### src/rtl/hdlc_pkg.sv
`default_nettype none
// ============================================================================
// Module   : hdlc_pkg
// Purpose  : Shared constants for the HDLC receive controller: register
//            addresses, Rx_SC bit positions, buffer sizing, CRC polynomial,
//            framing-state encoding and the byte-wise CRC-16 helper.
// Ports    : none (package)
// Revision : 1.0 - initial release
// ============================================================================
package hdlc_pkg;

  // Register map
  localparam logic [2:0] c_ADDR_TX0     = 3'd0;
  localparam logic [2:0] c_ADDR_TX1     = 3'd1;
  localparam logic [2:0] c_ADDR_RX_SC   = 3'd2;
  localparam logic [2:0] c_ADDR_RX_BUFF = 3'd3;
  localparam logic [2:0] c_ADDR_RX_LEN  = 3'd4;

  // Rx_SC bit positions
  localparam int c_SC_READY = 0;
  localparam int c_SC_DROP  = 1;
  localparam int c_SC_FERR  = 2;
  localparam int c_SC_ABORT = 3;
  localparam int c_SC_OVF   = 4;
  localparam int c_SC_FCSEN = 5;

  // Buffer and FCS sizing
  localparam logic [7:0] c_BUF_DEPTH = 8'd128;
  localparam logic [7:0] c_FCS_LEN   = 8'd2;

  // CRC-16 generator x^16+x^15+x^2+1 in normal form; the datapath uses the
  // bit-reversed form because bytes arrive LSB first.
  localparam logic [15:0] c_CRC_POLY = 16'h8005;

  // Framing-state encoding
  localparam logic [1:0] c_ST_IDLE = 2'd0;
  localparam logic [1:0] c_ST_HUNT = 2'd1;
  localparam logic [1:0] c_ST_DATA = 2'd2;
  localparam logic [1:0] c_ST_END  = 2'd3;

  // Advance a reflected CRC-16 by one byte, bit 0 first.
  function automatic logic [15:0] crc16_byte(input logic [15:0] crc,
                                             input logic [7:0]  data);
    logic [15:0] poly_r;
    logic [15:0] c;
    for (int i = 0; i < 16; i++) poly_r[i] = c_CRC_POLY[15-i];
    c = crc;
    for (int i = 0; i < 8; i++) begin
      if (c[0] ^ data[i]) c = (c >> 1) ^ poly_r;
      else                c = c >> 1;
    end
    return c;
  endfunction

endpackage
`default_nettype wire

### src/rtl/hdlc_if.sv
`default_nettype none
// ============================================================================
// Module   : hdlc_if
// Purpose  : Host register bus plus serial receive line of the HDLC core.
// Ports    : Address[2:0], WriteEnable, ReadEnable, DataIn[7:0] (host->core)
//            DataOut[7:0], Rx_Ready (core->host)
//            Rx, RxEN (line->core)
//            master = host/line side, slave = core side.
// Revision : 1.0 - initial release
// ============================================================================
interface hdlc_if;
  logic [2:0] Address;
  logic       WriteEnable;
  logic       ReadEnable;
  logic [7:0] DataIn;
  logic [7:0] DataOut;
  logic       Rx;
  logic       RxEN;
  logic       Rx_Ready;

  modport master (
    output Address, WriteEnable, ReadEnable, DataIn, Rx, RxEN,
    input  DataOut, Rx_Ready
  );

  modport slave (
    input  Address, WriteEnable, ReadEnable, DataIn, Rx, RxEN,
    output DataOut, Rx_Ready
  );
endinterface
`default_nettype wire

### src/rtl/hdlc_rx_channel.sv
`default_nettype none
// ============================================================================
// Module   : hdlc_rx_channel
// Purpose  : Serial front end: ones counting for flag / abort / stuffed-zero
//            detection, de-stuffed byte assembly, framing FSM and CRC-16.
// Ports    : Clk, Rst (async, active low)
//            rx, rx_en        - serial bit and its sample enable
//            frame_start      - first byte of a new frame (pulse)
//            new_byte,rx_data - de-stuffed byte for the buffer (pulse)
//            eof              - closing flag processed (pulse)
//            misaligned       - closing flag not on a byte boundary (with eof)
//            fcs_err          - non-zero CRC residue (with eof)
//            abort            - seven ones seen inside a frame (pulse)
// Revision : 1.0 - initial release
// ============================================================================
module hdlc_rx_channel
  import hdlc_pkg::*;
(
  input  logic       Clk,
  input  logic       Rst,
  input  logic       rx,
  input  logic       rx_en,
  output logic       frame_start,
  output logic       new_byte,
  output logic [7:0] rx_data,
  output logic       eof,
  output logic       misaligned,
  output logic       fcs_err,
  output logic       abort
);

  logic [1:0]  r_state;
  logic [2:0]  r_ones;     // consecutive raw ones, saturating at 7
  logic [7:0]  r_shift;
  logic [2:0]  r_bitcnt;   // de-stuffed bits since the last byte/flag
  logic [15:0] r_crc;
  logic        r_frame_start, r_new_byte, r_eof, r_misaligned, r_fcs_err, r_abort;
  logic [7:0]  r_data;

  // A zero after exactly five ones is stuffing, after six it ends a flag;
  // a seventh one is an abort. Because the sender always stuffs, six ones
  // are always preceded by a zero, so "0 after six ones" is 01111110.
  logic       w_stuffed, w_flag, w_abort_bit, w_data_bit, w_byte_done;
  logic [7:0] w_byte;

  assign w_stuffed   = !rx && (r_ones == 3'd5);
  assign w_flag      = !rx && (r_ones == 3'd6);
  assign w_abort_bit =  rx && (r_ones == 3'd6);
  assign w_data_bit  = !w_stuffed && !w_flag;
  assign w_byte      = {rx, r_shift[7:1]};
  assign w_byte_done = w_data_bit && (r_bitcnt == 3'd7);

  always_ff @(posedge Clk or negedge Rst) begin
    if (!Rst) begin
      r_state       <= c_ST_IDLE;
      r_ones        <= 3'd0;
      r_shift       <= 8'd0;
      r_bitcnt      <= 3'd0;
      r_crc         <= 16'd0;
      r_frame_start <= 1'b0;
      r_new_byte    <= 1'b0;
      r_data        <= 8'd0;
      r_eof         <= 1'b0;
      r_misaligned  <= 1'b0;
      r_fcs_err     <= 1'b0;
      r_abort       <= 1'b0;
    end else begin
      r_frame_start <= 1'b0;
      r_new_byte    <= 1'b0;
      r_eof         <= 1'b0;
      r_abort       <= 1'b0;

      // END lasts one cycle; no bit event can fire that soon after a flag.
      if (r_state == c_ST_END) begin
        r_eof     <= 1'b1;
        r_fcs_err <= (r_crc != 16'd0);
        r_state   <= c_ST_HUNT;
      end

      if (rx_en) begin
        r_ones <= rx ? ((r_ones == 3'd7) ? 3'd7 : r_ones + 3'd1) : 3'd0;
        if (w_data_bit) begin
          r_shift  <= w_byte;
          r_bitcnt <= r_bitcnt + 3'd1;
        end
        if (w_flag) begin
          // The flag's leading 0111111 was shifted in as seven data bits,
          // so an aligned frame leaves exactly seven pending bits here.
          r_bitcnt <= 3'd0;
          if (r_state == c_ST_DATA) begin
            r_state      <= c_ST_END;
            r_misaligned <= (r_bitcnt != 3'd7);
          end else begin
            r_state <= c_ST_HUNT;
          end
        end else if (w_abort_bit) begin
          if (r_state == c_ST_DATA) r_abort <= 1'b1;
          r_state <= c_ST_IDLE;
        end else if (w_byte_done) begin
          if (r_state == c_ST_HUNT) begin
            r_state       <= c_ST_DATA;
            r_frame_start <= 1'b1;
            r_new_byte    <= 1'b1;
            r_data        <= w_byte;
            r_crc         <= crc16_byte(16'd0, w_byte);
          end else if (r_state == c_ST_DATA) begin
            r_new_byte <= 1'b1;
            r_data     <= w_byte;
            r_crc      <= crc16_byte(r_crc, w_byte);
          end
        end
      end
    end
  end

  assign frame_start = r_frame_start;
  assign new_byte    = r_new_byte;
  assign rx_data     = r_data;
  assign eof         = r_eof;
  assign misaligned  = r_misaligned;
  assign fcs_err     = r_fcs_err;
  assign abort       = r_abort;

endmodule
`default_nettype wire

### src/rtl/hdlc_core.sv
`default_nettype none
// ============================================================================
// Module   : hdlc_core
// Purpose  : HDLC receive controller: 128-byte frame buffer, frame length,
//            status/control register and host register decode.
// Ports    : Clk - system clock, rising edge
//            Rst - asynchronous active-low reset
//            bus - hdlc_if.slave (register bus, Rx line, Rx_Ready)
// Revision : 1.0 - initial release
// ============================================================================
module hdlc_core
  import hdlc_pkg::*;
(
  input  logic Clk,
  input  logic Rst,
  hdlc_if.slave bus
);

  logic       w_frame_start, w_new_byte, w_eof, w_misaligned, w_fcs_err, w_abort;
  logic [7:0] w_rx_data;

  hdlc_rx_channel u_rx (
    .Clk         (Clk),
    .Rst         (Rst),
    .rx          (bus.Rx),
    .rx_en       (bus.RxEN),
    .frame_start (w_frame_start),
    .new_byte    (w_new_byte),
    .rx_data     (w_rx_data),
    .eof         (w_eof),
    .misaligned  (w_misaligned),
    .fcs_err     (w_fcs_err),
    .abort       (w_abort)
  );

  logic [7:0] r_buf [0:c_BUF_DEPTH-1];
  logic [7:0] r_wr_ptr;   // also the received byte count, max 128
  logic [7:0] r_rd_ptr;
  logic [7:0] r_len;
  logic       r_ready, r_ferr, r_abort, r_ovf, r_fcsen;
  logic [7:0] r_dout;

  logic       w_wr, w_drop, w_rd_buff, w_frame_err;
  logic [6:0] w_wr_addr;
  logic [7:0] w_sc;

  // frame_start arrives together with the first byte, which goes to slot 0.
  assign w_wr      = w_new_byte && (w_frame_start || (r_wr_ptr != c_BUF_DEPTH));
  assign w_wr_addr = w_frame_start ? 7'd0 : r_wr_ptr[6:0];
  assign w_drop    = bus.WriteEnable && (bus.Address == c_ADDR_RX_SC) &&
                     bus.DataIn[c_SC_DROP];
  assign w_rd_buff = bus.ReadEnable && (bus.Address == c_ADDR_RX_BUFF) &&
                     (r_rd_ptr < r_len);
  assign w_frame_err = w_misaligned || (r_wr_ptr == 8'd0) ||
                       (r_fcsen && ((r_wr_ptr < c_FCS_LEN + 8'd1) || w_fcs_err));

  always_comb begin
    w_sc             = 8'd0;
    w_sc[c_SC_READY] = r_ready;
    w_sc[c_SC_FERR]  = r_ferr;
    w_sc[c_SC_ABORT] = r_abort;
    w_sc[c_SC_OVF]   = r_ovf;
    w_sc[c_SC_FCSEN] = r_fcsen;
  end

  always_ff @(posedge Clk) begin
    if (w_wr) r_buf[w_wr_addr] <= w_rx_data;
  end

  // Later assignments take priority: frame start beats drop and reads.
  always_ff @(posedge Clk or negedge Rst) begin
    if (!Rst) begin
      r_wr_ptr <= 8'd0;
      r_rd_ptr <= 8'd0;
      r_len    <= 8'd0;
      r_ready  <= 1'b0;
      r_ferr   <= 1'b0;
      r_abort  <= 1'b0;
      r_ovf    <= 1'b0;
      r_fcsen  <= 1'b0;
      r_dout   <= 8'd0;
    end else begin
      if (w_new_byte && !w_frame_start) begin
        if (r_wr_ptr == c_BUF_DEPTH) r_ovf    <= 1'b1;
        else                         r_wr_ptr <= r_wr_ptr + 8'd1;
      end

      if (w_abort) r_abort <= 1'b1;

      if (w_eof) begin
        r_ferr   <= w_frame_err;
        r_ready  <= !w_frame_err;
        r_rd_ptr <= 8'd0;
        if (w_frame_err) r_len <= 8'd0;
        else             r_len <= r_fcsen ? (r_wr_ptr - c_FCS_LEN) : r_wr_ptr;
      end

      if (bus.WriteEnable && (bus.Address == c_ADDR_RX_SC))
        r_fcsen <= bus.DataIn[c_SC_FCSEN];

      if (bus.ReadEnable) begin
        case (bus.Address)
          c_ADDR_TX0, c_ADDR_TX1: r_dout <= 8'd0;
          c_ADDR_RX_SC:           r_dout <= w_sc;
          c_ADDR_RX_BUFF:         r_dout <= w_rd_buff ? r_buf[r_rd_ptr[6:0]] : 8'd0;
          c_ADDR_RX_LEN:          r_dout <= r_len;
          default:                r_dout <= 8'd0;
        endcase
      end

      if (w_rd_buff) begin
        r_rd_ptr <= r_rd_ptr + 8'd1;
        if (r_rd_ptr + 8'd1 == r_len) r_ready <= 1'b0;
      end

      if (w_drop) begin
        r_ready  <= 1'b0;
        r_len    <= 8'd0;
        r_rd_ptr <= 8'd0;
      end

      if (w_frame_start) begin
        r_wr_ptr <= 8'd1;
        r_rd_ptr <= 8'd0;
        r_len    <= 8'd0;
        r_ready  <= 1'b0;
        r_ferr   <= 1'b0;
        r_abort  <= 1'b0;
        r_ovf    <= 1'b0;
      end
    end
  end

  assign bus.DataOut  = r_dout;
  assign bus.Rx_Ready = r_ready;

endmodule
`default_nettype wire

### src/flat_wrapper.sv
// flat-port wrapper written by rule: the top's interface ports become plain ports
module hdlc_core_flat import hdlc_pkg::*;
  (Clk, Rst, bus_Address, bus_WriteEnable, bus_ReadEnable, bus_DataIn, bus_Rx, bus_RxEN, bus_DataOut, bus_Rx_Ready);
  hdlc_if bus_i ();
  input  logic Clk;
  input  logic Rst;
  input wire logic [$bits(bus_i.Address)-1:0] bus_Address;
  input wire logic [$bits(bus_i.WriteEnable)-1:0] bus_WriteEnable;
  input wire logic [$bits(bus_i.ReadEnable)-1:0] bus_ReadEnable;
  input wire logic [$bits(bus_i.DataIn)-1:0] bus_DataIn;
  input wire logic [$bits(bus_i.Rx)-1:0] bus_Rx;
  input wire logic [$bits(bus_i.RxEN)-1:0] bus_RxEN;
  output wire logic [$bits(bus_i.DataOut)-1:0] bus_DataOut;
  output wire logic [$bits(bus_i.Rx_Ready)-1:0] bus_Rx_Ready;
  assign bus_i.Address = bus_Address;
  assign bus_i.WriteEnable = bus_WriteEnable;
  assign bus_i.ReadEnable = bus_ReadEnable;
  assign bus_i.DataIn = bus_DataIn;
  assign bus_i.Rx = bus_Rx;
  assign bus_i.RxEN = bus_RxEN;
  assign bus_DataOut = bus_i.DataOut;
  assign bus_Rx_Ready = bus_i.Rx_Ready;
  hdlc_core u_core (.Clk(Clk), .Rst(Rst), .bus(bus_i));
endmodule
### config.mk
export PLATFORM = sky130hd
export DESIGN_NAME = hdlc_core_flat
export DESIGN_NICKNAME = d
export VERILOG_FILES = /design/src/rtl/hdlc_pkg.sv /design/src/rtl/hdlc_if.sv /design/src/rtl/hdlc_rx_channel.sv /design/src/rtl/hdlc_core.sv /design/src/flat_wrapper.sv
export SDC_FILE = /design/constraint.sdc
export NUM_CORES = 1
export LEC_CHECK = 0
export BUFFER_PORTS_ARGS = -buffer_cell sky130_fd_sc_hd__buf_4
export CAP_MARGIN = 20
export CORE_UTILIZATION = 63
export CTS_BUF_LIST = sky130_fd_sc_hd__clkbuf_16
export DETAILED_ROUTE_END_ITERATION = 7
export PLACE_DENSITY = 0.9
export SLEW_MARGIN = 25
export SYNTH_ARGS = -nofsm -noshare
export SYNTH_HDL_FRONTEND = slang
export SYNTH_SLANG_ARGS = --single-unit
### constraint.sdc
create_clock -name Clk -period 3.2 [get_ports Clk]
set_clock_uncertainty 0.1 [all_clocks]
set_input_delay 0.32 -clock Clk [delete_from_list [all_inputs] [get_ports Clk]]
set_output_delay 0.32 -clock Clk [all_outputs]
set_load 0.005 [all_outputs]
## Yosys cells after proc, flatten, opt, wreduce, memory -nomap -nowiden

Memory sizes are Yosys's and may differ from the RTL's.
Index checks and enable logic that the tools add are counted.

- Register bits after elaboration: 83
- Bits in latches: 0
- Memory bits (writable): 1024
- Memory bits (read-only): 0
- Bits of input ports: 17
- Output and inout port bits: 9
- Logic and storage cells: 265
- Memories: 1

Memories:

| name | depth | width | rd ports | clocked after Yosys merged registers in | write ports | RTL line | source |
|---|---|---|---|---|---|---|---|
| u_core.r_buf | 128 | 8 | 1 | 0 | 1 | hdlc_core.sv:36 | `logic [7:0] r_buf [0:c_BUF_DEPTH-1];` |

- $add $sub $neg: 5
- Multipliers: 0
- Div/mod/pow operators: 0
- Magnitude comparators: 2
- Equal/unequal tests: 15
- Shift-type cells: 0
- Muxes and demuxes: 152
- Bitwise gates (word level): 32
- Reductions and logical operators: 37

Operator list:

| kind | count |
|---|---|
| $mux 16 | 95 |
| $mux 8 | 15 |
| $not 2->3 | 15 |
| $mux 1 | 29 |
| $pmux 8 s3 | 1 |
| $add 8x1->8 const B | 2 |
| $reduce_bool 16->1 | 1 |
| $eq 3x3->1 const B | 5 |
| $xor 1x1->1 | 15 |
| $mux 2 | 7 |
| $logic_and 1x1->1 | 12 |
| $mux 3 | 4 |
| $reduce_bool 2->1 | 6 |
| $eq 8x8->1 | 1 |
| $eq 8x8->1 const B | 1 |
| $logic_not 8->1 | 1 |
| $lt 8x2->1 const B | 1 |
| $lt 8x8->1 | 1 |
| $ne 8x8->1 const B | 1 |
| $reduce_and 2->1 | 4 |
| $sub 8x2->8 const B | 1 |
| $mux 7 | 1 |
| $add 3x1->3 const B | 2 |
| $eq 3x2->1 const B | 2 |
| 11 further kinds | 20 |

## Longest topological paths before layout

- Depth in word-level cells: 61
- Mapped depth: 13
- Gate-level depth less buffers: 8

## Cells and area by module

Synthesis repeated with hierarchy kept, for this count alone.

- Cell total of the unflattened synthesis: 2378
- Area total of the unflattened synthesis: 44312.5 sq um

Modules (own cells, without submodules):

| module | instances | cells an instance | area each (sq um) | sequential area each (sq um) |
|---|---|---|---|---|
| hdlc_core | 1 | 2151 | 41965.2 | 31675.4 |
| hdlc_rx_channel | 1 | 227 | 2347.3 | 1126.1 |

## Least setup slack after synthesis

Ideal clock, no wire load.

- Path type: register to register
- Start point: register u_core.r_rd_ptr[0]
- End point: register u_core.r_ready (netlist: u_core.bus.Rx_Ready)
- Library setup time: 0.129 ns
- Data arrival time: 2.549 ns
- Required time: 2.971 ns
- Path slack: 0.422 ns
- Stages on the path, launching flop included: 14
- Path buffers: 5
- Period minus slack after synthesis: 2.778 ns
- Cells stage by stage: dfrtp_1 -> buf_6 -> buf_12 -> buf_8 -> buf_12 -> inv_2 -> buf_2 -> ha_1 -> nor2b_1 -> o21a_1 -> o21ai_0 -> a21o_2 -> nand2_1 -> o41a_1

- Longest elaborated chain between the ends: 6
- Elaborated cells between the ends (all ways): 8
- Classes of those cells: add/sub: 1; order compare: 1; eq/ne: 1; mux: 4; reduce/logical: 1

RTL lines:

| element | RTL line | source |
|---|---|---|
| from (decl) | hdlc_core.sv:38 | `logic [7:0] r_rd_ptr;` |
| from (signal assigned) | hdlc_core.sv:112 | `r_rd_ptr <= r_rd_ptr + 8'd1;` |
| $add 8x1->8 | hdlc_core.sv:113 | `if (r_rd_ptr + 8'd1 == r_len) r_ready <= 1'b0;` |
| $eq 8x8->1 | hdlc_core.sv:113 |  |
| $mux 1 | hdlc_core.sv:113 |  |
| $mux 1 (*) | hdlc_core.sv:111 | `if (w_rd_buff) begin` |
| $mux 1 (*) | hdlc_core.sv:116 | `if (w_drop) begin` |
| $mux 1 (*) | hdlc_core.sv:122 | `if (w_frame_start) begin` |
| to (signal assigned) | hdlc_core.sv:92 | `r_ready <= !w_frame_err;` |
| to (decl) | hdlc_core.sv:40 | `logic r_ready, r_ferr, r_abort, r_ovf, r_fcsen;` |

Every way passes the cells marked *; elsewhere a longest branch is shown, timed or not.
A chain may end at the register's enable or synchronous reset.

## Final worst setup path

- Start point: register u_core.r_rd_ptr[0]
- End point: register u_core.r_dout[4] (netlist: u_core.bus.DataOut[4])

- Longest elaborated chain between the ends: 4
- Elaborated cells between the ends (all ways): 5
- Classes of those cells: order compare: 1; mux: 2; reduce/logical: 1; memory: 1

RTL lines:

| element | RTL line | source |
|---|---|---|
| branches (longest 2 deep; another with $mem_v2 128x8) | -- |  |
| $mux 8 (*) | hdlc_core.sv:105 | `c_ADDR_RX_BUFF: r_dout <= w_rd_buff ? r_buf[r_rd_ptr[6:0]] : 8'd0;` |
| $pmux 8 s3 (*) | hdlc_core.sv:102 | `case (bus.Address)` |
| to (signal assigned) | hdlc_core.sv:104 | `c_ADDR_RX_SC: r_dout <= w_sc;` |
| to (signal assigned) | hdlc_core.sv:105 |  |
| to (signal assigned) | hdlc_core.sv:106 | `c_ADDR_RX_LEN: r_dout <= r_len;` |
| to (decl) | hdlc_core.sv:41 | `logic [7:0] r_dout;` |

Mark *: on every way between the ends.

==> impl_metrics.tcl <==
set metrics [dict create \
    status "finished, violations left" \
    violations "DRC, setup timing" \
    hpwl_um 73000 \
    syn-num-nets 2364 \
    die_x_um 268 \
    yosysWarnings 0 \
    timing.final.ws_setup_ns -0.0827 \
    fin_crit_sh_pct 103 \
    grt_antenna_before_repair 5 \
    grtUsageMet3_pct 9.66 \
    timing.rr.start "u_core.r_rd_ptr[0]" \
    tns_ns -0.0827 \
    syn_area_per_cell_um2 19.2 \
    critPathLaunchType "flip-flop" \
    min_from "bus_DataIn[1]" \
    hold_viol 0 \
    rsz0062_at_grt "no" \
    gp_congestion 0.995 \
    max_freq_ghz 0.305 \
    grt_max_degree 117 \
    final_core_util_pct 72.0 \
    cp_max_fo 18 \
    grt_pass1_wl_um 178000 \
    netlist-cell-type-count 80 \
    hold_path_class "input port to flip-flop" \
    yosys.area.top_type "edfxtp_1" \
    seqPwrFrac_pct 45.7 \
    synth-main-ff-cell "edfxtp_1" \
    overflow 0 \
    wl_per_cell_um 35.1 \
    viasPerCell 7.27 \
    synthTopCellsByArea "edfxtp_1 69%, mux4_2 10%, dfrtp_1 4.6%, mux4_1 2.4%, nor2_1 1.6%" \
    cts_tree "done" \
    vias 25800 \
    cts_inserted_buffers 103 \
    comb_power_share_pct 24.1 \
    ys_seq_area_share_pct 73.4 \
    fp.dieH_um 268 \
    synthesis.area_um2 44700 \
    syn_inst 2326 \
    ir_worst_vdd_v 0.000594 \
    clk_latency_ns 0.68 \
    tightest_slew_ns 1.23 \
    syn_to_final_growth_pct 13.1 \
    post_cts_buffers 0 \
    yosysTopAreaCellShare_pct 68.8 \
    path_clk_slew_ns 0.07 \
    initial_core_util_pct 63.7 \
    critical_path_class "flip-flop to flip-flop" \
    slew_headroom_pct 18.1 \
    setup_viol 1 \
    antenna_left 0 \
    final_common_cell "edfxtp_1" \
    slew_violations 0 \
    reg2reg_depth 7 \
    dr.pass1.iters 8 \
    cts_root_buffer "clkbuf_16" \
    drt_iter0_markers 4595 \
    cts_sinks 1106 \
    ff2ff_setup_slack_ns -0.08 \
    pwr-share-clk_pct 30.1 \
    fp.coreArea_um2 70100 \
    synth_edf_count 1024 \
    synth.ff_latch_count 1106 \
    powerDensity_nw_per_um2 830 \
    finalPower_mw 41.9 \
    post-route-drc-count 1 \
    fin_crit_ns 3.28 \
    p_sw_mw 13.2 \
    grt_use_met2_pct 56.1 \
    drive_gt1_share_pct 24.0 \
    p_sw_share_pct 31.4 \
    fp-row-count 97 \
    worstPathArrival_ns 3.75 \
    holdPathEnd "u_core.r_rd_ptr[5]" \
    ys_async_sr_fraction_pct 7.41 \
    internal-power_mw 28.7 \
    cts_buffer_depth 3 \
    grt_pass1_vias 26000 \
    p_leak_nw 16.7 \
    h-tree-depth 3 \
    holdPathStages 5 \
    placement.cell_area_um2 46900 \
    layout_common_cells "1024 x edfxtp_1, 202 x mux4_2, 181 x nor2_1, 177 x buf_4, 104 x clkbuf_16" \
    grt_usage_pct 35.3 \
    cp-end-kind "flip-flop" \
    drv_cap 0 \
    io_buffers 19 \
    fin_area_um2 50500 \
    met1_usage_pct 43.3 \
    required_ns 3.67 \
    fin_nets 2558 \
    wirelength_um 125000 \
    io_pins 26 \
    regToRegEndpoint "u_core.bus.DataOut[4]" \
    die_area_um2 72000 \
    top_usage_layer "met2" \
]
## Yosys cell counts, types with 18 or more instances
library cell     n
edfxtp_1      1024
mux4_2         202
nor2_1         185
nand2_1        100
dfrtp_1         82
o21ai_0         66
mux2i_1         57
mux4_1          40
mux2_2          38
xnor2_1         37
buf_2           36
a22oi_1         33
clkbuf_1        32
nand3_1         27
a21oi_1         26
o221ai_1        25
buf_4           24
nor2b_1         24
ha_1            21
inv_1           21
xor2_1          21
a221oi_1        18
## per-stage QoR
stage | instances | hold slack [ns] | setup WS (ns)
2_1_floorplan | 2326 | -0.0756 | 0.422
3_3_place_gp | 3347 | 0.370 | 0.253
3_5_place_dp | 3348 | 0.380 | 0.167
4_1_cts | 3551 | 0.106 | 0.0614
5_1_grt | 3551 | 0.134 | 0.00284
6_report | 3552 | 0.122 | -0.0827
## cell type report
| cell class | count | area, um2 |
|---|---|---|
| Sequential cell | 1106 | 32800 |
| Tap cell | 940 | 1180 |
| Fill cell | 3730 | 19600 |
| Timing Repair Buffer | 211 | 1930 |
| Multi-Input combinational cell | 1070 | 11000 |
| Clock buffer | 104 | 2600 |
| Clock inverter | 92 | 886 |
| Inverter | 28 | 105 |
| Antenna cell | 1 | 2.50 |
## layer usage
layer,vias to the layer above,part of all wire [%]
li1,9830,-
met1,12900,32
met2,2416,47
met3,684,13
met4,4,8.2
met5,-,0.041
## power by group through the flow
stage | Clock, mW | Sequential [mW] | Combinational, mW
finish | 12.6 | 19.2 | 10.1
global route | 13.1 | 19.2 | 10.4
CTS | 12.6 | 19.1 | 9.77
detailed placement | 0 | 19.4 | 9.46
global placement | 0 | 19.3 | 8.95
floorplan | 0 | 19.2 | 5.65
## state kept, by name, summed over array words and instances, names as in the netlist
| name | count |
|---|---|
| u_core.r_buf | 1024 |
| u_core.u_rx.r_crc | 16 |
| u_core.bus.DataOut | 8 |
| u_core.r_len | 8 |
| u_core.r_rd_ptr | 8 |
| u_core.r_wr_ptr | 8 |
| u_core.u_rx.rx_data | 8 |
| u_core.u_rx.r_shift | 7 |
| u_core.u_rx.r_bitcnt | 3 |
| u_core.u_rx.r_ones | 3 |
| u_core.u_rx.r_state | 2 |
| u_core.bus.Rx_Ready | 1 |
| u_core.r_abort | 1 |
| u_core.r_fcsen | 1 |
| u_core.r_ferr | 1 |
| u_core.r_ovf | 1 |
| u_core.u_rx.abort | 1 |
| u_core.u_rx.eof | 1 |
| u_core.u_rx.fcs_err | 1 |
| u_core.u_rx.frame_start | 1 |
| u_core.u_rx.misaligned | 1 |
| u_core.u_rx.new_byte | 1 |
## critical path, cell delays in order, from the launching register on
cell and delay [ns]:
dfrtp_4 0.61, buf_12 0.26, buf_4 0.21, mux4_2 0.50
mux4_2 0.54, a31oi_1 0.53, o311a_1 0.32, o31ai_2 0.08
## kinds of logic (layout without fill, tap and decap cells)
kind of cell	after synthesis	in the layout	share of synthesized area, %
AO/OA/AOI/OAI	248	248	3.93
XOR/XNOR	59	59	1.19
adder cells (fa/ha/maj)	21	21	0.588
buffers and inverters	150	435	2.08
flip-flops	1106	1106	73.4
multiplexers	337	337	14.8
other	0	1	0
AND/OR/NAND/NOR	405	405	4.02
## timing repair
action	in CTS	in global routing
resized for setup	0	5
endpoints found under the setup margin	0	27
hold buffers	7	0
endpoints found under the hold margin	82	0
## how the worst max path moves through the flow
stage | slack, ns | start | cells past startpoint | to
2_1_floorplan | 0.42 | u_core.r_rd_ptr[0] | 13 | u_core.bus.Rx_Ready
3_5_place_dp | 0.17 | u_core.r_rd_ptr[0] | 8 | u_core.bus.DataOut[1]
5_1_grt | 0.003 | u_core.r_wr_ptr[0] | 8 | u_core.r_buf[27][7]
6_report | -0.08 | u_core.r_rd_ptr[0] | 7 | u_core.bus.DataOut[4]
4_1_cts | 0.06 | u_core.r_wr_ptr[0] | 8 | u_core.r_buf[83][6]
3_3_place_gp | 0.25 | u_core.r_wr_ptr[0] | 8 | u_core.r_buf[34][6]
Note: power is estimated with default switching activity, not from simulation.
